$ cat src/rtl/vga_timing_gen.sv
// vga_timing_gen
// Produces 640x480@60 Hz VGA raster timing from the system clock. The
// pixel_x/pixel_y coordinates and video_on go undelayed to the image
// overlay stage. hsync, vsync and video_on are also sent through a short
// delay line, so they reach the connector aligned with that stage's
// colour output.
//
// Ports:
//   clk         system clock
//   reset       synchronous, active-high
//   pixel_tick  one-clk pulse per pixel period
//   pixel_x     horizontal counter, 0..H_TOTAL-1
//   pixel_y     vertical counter, 0..V_TOTAL-1
//   video_on    raw active-area flag, undelayed
//   frame_start one-clk pulse on the last tick of a frame
//   hsync_o     delayed hsync, active low
//   vsync_o     delayed vsync, active low
//   video_on_o  delayed video_on, used to blank the RGB output
module vga_timing_gen #(
  parameter int H_ACTIVE   = 640,
  parameter int H_FP       = 16,
  parameter int H_SYNC     = 96,
  parameter int H_BP       = 48,
  parameter int V_ACTIVE   = 480,
  parameter int V_FP       = 10,
  parameter int V_SYNC     = 2,
  parameter int V_BP       = 33,
  parameter int TICK_DIV   = 4,
  parameter int PIPE_DELAY = 3
) (
  input  logic       clk,
  input  logic       reset,
  output logic       pixel_tick,
  output logic [9:0] pixel_x,
  output logic [9:0] pixel_y,
  output logic       video_on,
  output logic       frame_start,
  output logic       hsync_o,
  output logic       vsync_o,
  output logic       video_on_o
);

  localparam int H_TOTAL = H_ACTIVE + H_FP + H_SYNC + H_BP;
  localparam int V_TOTAL = V_ACTIVE + V_FP + V_SYNC + V_BP;

  // The divider needs at least one bit, even when TICK_DIV=1.
  localparam int TW = (TICK_DIV > 1) ? $clog2(TICK_DIV) : 1;
  localparam logic [TW-1:0] TICK_LAST = TW'(TICK_DIV - 1);

  localparam logic [9:0] H_LAST   = 10'(H_TOTAL - 1);
  localparam logic [9:0] V_LAST   = 10'(V_TOTAL - 1);
  localparam logic [9:0] H_ACT    = 10'(H_ACTIVE);
  localparam logic [9:0] V_ACT    = 10'(V_ACTIVE);
  localparam logic [9:0] HS_START = 10'(H_ACTIVE + H_FP);
  localparam logic [9:0] HS_END   = 10'(H_ACTIVE + H_FP + H_SYNC);
  localparam logic [9:0] VS_START = 10'(V_ACTIVE + V_FP);
  localparam logic [9:0] VS_END   = 10'(V_ACTIVE + V_FP + V_SYNC);

  // Each delay stage holds {hsync, vsync, video_on}. It resets to the
  // idle levels: both syncs inactive (high) and video blanked.
  localparam logic [2:0] PIPE_IDLE = 3'b110;

  logic [TW-1:0] tick_cnt_q, tick_cnt_d;
  logic [9:0]    h_cnt_q, h_cnt_d;
  logic [9:0]    v_cnt_q, v_cnt_d;
  logic          h_wrap;
  logic          v_wrap;
  logic          hsync_raw;
  logic          vsync_raw;
  logic [2:0]    pipe_q [PIPE_DELAY];
  logic [2:0]    pipe_d [PIPE_DELAY];

  assign pixel_tick = (tick_cnt_q == TICK_LAST);
  assign h_wrap     = (h_cnt_q == H_LAST);
  assign v_wrap     = (v_cnt_q == V_LAST);

  always_comb begin
    tick_cnt_d = tick_cnt_q + TW'(1);
    h_cnt_d    = h_cnt_q;
    v_cnt_d    = v_cnt_q;
    if (pixel_tick) begin
      tick_cnt_d = '0;
      if (h_wrap) begin
        // The end of a line also advances the line counter, so the end
        // of the last line wraps both counters on the same edge.
        h_cnt_d = '0;
        v_cnt_d = v_wrap ? 10'd0 : v_cnt_q + 10'd1;
      end else begin
        h_cnt_d = h_cnt_q + 10'd1;
      end
    end
  end

  assign video_on    = (h_cnt_q < H_ACT) && (v_cnt_q < V_ACT);
  assign hsync_raw   = !((h_cnt_q >= HS_START) && (h_cnt_q < HS_END));
  assign vsync_raw   = !((v_cnt_q >= VS_START) && (v_cnt_q < VS_END));
  assign frame_start = pixel_tick && h_wrap && v_wrap;

  // The delay line advances on every clk, not once per pixel. Its depth
  // therefore matches the overlay stage's latency in clocks.
  always_comb begin
    pipe_d[0] = {hsync_raw, vsync_raw, video_on};
    for (int i = 1; i < PIPE_DELAY; i++) begin
      pipe_d[i] = pipe_q[i-1];
    end
  end

  always_ff @(posedge clk) begin
    if (reset) begin
      tick_cnt_q <= '0;
      h_cnt_q    <= '0;
      v_cnt_q    <= '0;
      for (int i = 0; i < PIPE_DELAY; i++) begin
        pipe_q[i] <= PIPE_IDLE;
      end
    end else begin
      tick_cnt_q <= tick_cnt_d;
      h_cnt_q    <= h_cnt_d;
      v_cnt_q    <= v_cnt_d;
      for (int i = 0; i < PIPE_DELAY; i++) begin
        pipe_q[i] <= pipe_d[i];
      end
    end
  end

  assign pixel_x    = h_cnt_q;
  assign pixel_y    = v_cnt_q;
  assign hsync_o    = pipe_q[PIPE_DELAY-1][2];
  assign vsync_o    = pipe_q[PIPE_DELAY-1][1];
  assign video_on_o = pipe_q[PIPE_DELAY-1][0];

endmodule

$ cat config.mk
export PLATFORM = sky130hd
export DESIGN_NAME = vga_timing_gen
export DESIGN_NICKNAME = d
export VERILOG_FILES = /design/src/rtl/vga_timing_gen.sv
export SDC_FILE = /design/constraint.sdc
export NUM_CORES = 1
export LEC_CHECK = 0
export ABC_AREA = 1
export BUFFER_PORTS_ARGS = -buffer_cell sky130_fd_sc_hd__buf_2
export CAP_MARGIN = 20
export CORE_ASPECT_RATIO = 0.75
export CORE_UTILIZATION = 49
export CTS_CLUSTER_SIZE = 8
export DETAILED_ROUTE_END_ITERATION = 10
export GPL_TIMING_DRIVEN = 0
export PLACE_DENSITY = 0.86
export SLEW_MARGIN = 20
export SYNTH_ARGS = -nofsm -noshare
export SYNTH_HDL_FRONTEND = slang
export SYNTH_SLANG_ARGS = --single-unit
$ cat constraint.sdc
create_clock -name clk -period 1.4 [get_ports clk]
set_input_delay 0.14 -clock clk [delete_from_list [all_inputs] [get_ports clk]]
set_output_delay 0.14 -clock clk [all_outputs]
set_load 0.02 [all_outputs]
==> flow_summary_export.csv <==
group,metric,value,unit
status,status,"finished with violations",
status,violations,"setup timing",
placed_design,dp.cells,265,
cts,cts_root_buffer,"clkbuf_8",
critical_path,critical_path.max_stage_delay,0.36,ns
timing,setup_viol,12,
timing,worst_slew_pin_slew,0.6253,ns
synthesis,ys_seq_elements,31,
floorplan,ios,28,
cts,path_clk_slew,0.07,ns
finish,layout-drive-gt1-share,47.22,%
worst_hold_path,min_to,"pipe_q[0][4]",
finish,mostFrequentLayoutCells,"26 x nand2_1, 26 x buf_2, 24 x inv_1, 24 x nor2_1, 18 x dfxtp_1",
floorplan,die_x,66.48,µm
detailed_routing,viasPerCell,5.628,
timing,rsz0062_at_grt,"true",
timing,skew,0.007379,ns
detailed_routing,post-route-drc-count,0,
synthesis,synth_fp_nets,207,
power,peakVddDrop,0.0006505,V
floorplan,core,0.002957,mm²
critical_path,cp_cell_sequence,"ha_4, inv_2, nor2_4, nand4_4, buf_6, nor2_4, buf_6",
critical_path,worstRegToRegCells,7,
critical_path,critPathKind,"reg -> out",
placed_design,dp_hpwl,2.385,mm
critical_path,end_kind,"primary output",
flow_run,maxCapViolCount,0,
synthesis,ys_types,30,
grt,grt_pass1_wl,6.417,mm
synthesis,seq_area_frac_synth,40.62,%
grt,track_usage,26.89,%
finish,area_growth,44.31,%
synthesis,yosysWarnings,0,
detailed_routing,ant_nets,0,
cts,cts-buffers-inserted,5,
detailed_routing,dr.pass1.iters,5,
critical_path,crit_slowest_cell,"dfxtp_4",
power,power_density,758.2,mW/mm²
floorplan,start_util,51.67,%
critical_path,r2r_slack,-0.13,ns
timing,slew_headroom,58.32,%
placed_design,gp_congestion,0.9545,
timing,worst_slack,-0.1907,ns
detailed_routing,routed_wl,4.540,mm
timing,fmax,628.7,MHz
detailed_routing,drt_iter0_markers,134,
finish,stdcell_count,290,
cts,clkSinkCount,31,
cts,cts_tree,"built",
grt,grt_pass1_vias,1372,
cts,htreeDepth,2,
synthesis,syn_area,0.001528,mm²
placed_design,portBuffers,27,
critical_path,cp.arrival,1.45,ns
placed_design,placed_cell_area,0.001720,mm²
critical_path,cp.required,1.26,ns
worst_hold_path,hold_depth,2,
detailed_routing,route.detailed.wl_per_inst,15.66,µm
critical_path,cp_top_family,"flip-flops",
grt,grt_max_degree,11,
synthesis,synthCells,200,
floorplan,die-area,0.003347,mm²
critical_path,rr_endpoint,"pixel_y[8]",
timing,timing.final.crit_share,113.6,%
synthesis,syn_area_per_cell,7.639,µm²
critical_path,cp_max_fo,2,
cts,clockBufferDepth,2,
synthesis,async_flop_share,0,%
timing,slew_violations,0,
floorplan,rows,17,
floorplan,fp.dieH,50.36,µm
critical_path,cp-start-kind,"register",
grt,grt_remaining_overflow,0,
power,p_leak,0.9030,nW
timing,period_needed,1.591,ns
cts,clk_latency,0.29,ns
synthesis,synth_edf_count,0,
timing,hold_viol_final,0,
detailed_routing,vias,1632,
worst_hold_path,hp-start,"reset",
grt,antenna_found_initial,0,
synthesis,ys.flop_type,"dfxtp_1",
critical_path,r2r_start,"pixel_y[2]",
finish,diodes,0,
critical_path,cp_num_buf_inv,3,
finish,final_area,0.002205,mm²
worst_hold_path,hp-class,"in -> reg",
finish,nNetsFinal,258,
state kept, by name, indices dropped and copies added, names as in the netlist:
| register | count |
|---|---|
| pixel_x | 10 |
| pixel_y | 10 |
| pipe_q | 9 |
| tick_cnt_q | 2 |
power by group:
part	switching, mW	internal (mW)	total [mW]
Sequential	0.00944	0.883	0.893
Combinational	0.0586	0.0306	0.0893
Clock	0.341	0.348	0.689
Total	0.409	1.26	1.67
how the worst max path moves through the flow:
stage | from | endpoint | cells past startpoint
after floorplan | pixel_x[0] | frame_start | 6
after global placement | pixel_y[0] | pixel_y[3] | 8
after detailed placement | pixel_y[0] | pixel_y[3] | 8
after CTS | pixel_y[1] | frame_start | 6
after global routing | pixel_x[7] | frame_start | 7
final | pixel_x[1] | frame_start | 7
cells by family (layout without fill, tap and decap cells):
| family | Yosys count | in the layout | share of synthesized area [%] |
|---|---|---|---|
| simple gates | 106 | 106 | 35.05 |
| buf+inv | 33 | 85 | 9.172 |
| flops | 31 | 31 | 40.62 |
| compound gates | 21 | 21 | 8.764 |
| fa+ha+maj | 5 | 5 | 4.095 |
| xor+xnor | 4 | 4 | 2.294 |
per-stage QoR:
step	total power [mW]	TNS (ns)	setup WS (ns)	hold WS, ns	utilization (%)
floorplan	0.9681	-0.006922	-0.006922	0.2465	-
global placement	0.9872	-0.4560	-0.07738	0.3904	58.19
detailed placement	0.9896	-1.255	-0.1863	0.3932	58.19
CTS	1.669	-0.1453	-0.1275	0.1584	69.61
global route	1.718	-1.595	-0.2215	0.2120	74.57
finish	1.672	-0.9547	-0.1907	0.2144	74.57
routing by layer:
metal | track usage (%) | part of all wire (%) | routed length [µm] | up-vias
li1 | - | - | - | 742
met5 | 0 | 0 | 0 | -
met3 | 7.500 | 9.1 | 412 | 41
met1 | 34.70 | 42 | 1899 | 748
met4 | 16.31 | 5.9 | 269 | 0
met2 | 39.63 | 43 | 1958 | 101
final cells by class:
class                   instances  area [µm²]
flip-flops and latches         31       654.4
clock buffers                   7       76.32
clock inverters                 1       5.005
plain buffers                   4       31.28
well taps                      38       47.55
repair buffers                 44       294.0
multi-input cells             136       982.2
inverters                      29       113.9
fillers                       191       752.0
Yosys cell counts (4+ instances only):
cell type | count | area share (%)
nor2_4 | 4 | 2.9
nand4_1 | 5 | 2.0
nand3_1 | 11 | 3.6
ha_1 | 5 | 4.1
nor2_1 | 29 | 7.1
nor3_1 | 5 | 1.6
or2_2 | 4 | 1.6
a21oi_1 | 10 | 3.3
nand2_1 | 35 | 8.6
inv_1 | 28 | 6.9
dfxtp_1 | 31 | 41
o21ai_0 | 4 | 1.3
repair_timing:
item | 4_1_cts | 5_1_grt
gates cloned | 1 | 0
setup buffers | 13 | 4
pin swaps | 10 | 17
hold buffers | 0 | 0
setup endpoints to repair | 17 | 17
resized for setup | 46 | 32
endpoints found under the hold margin | 0 | 0
Note: power is estimated with default switching activity, not from simulation.
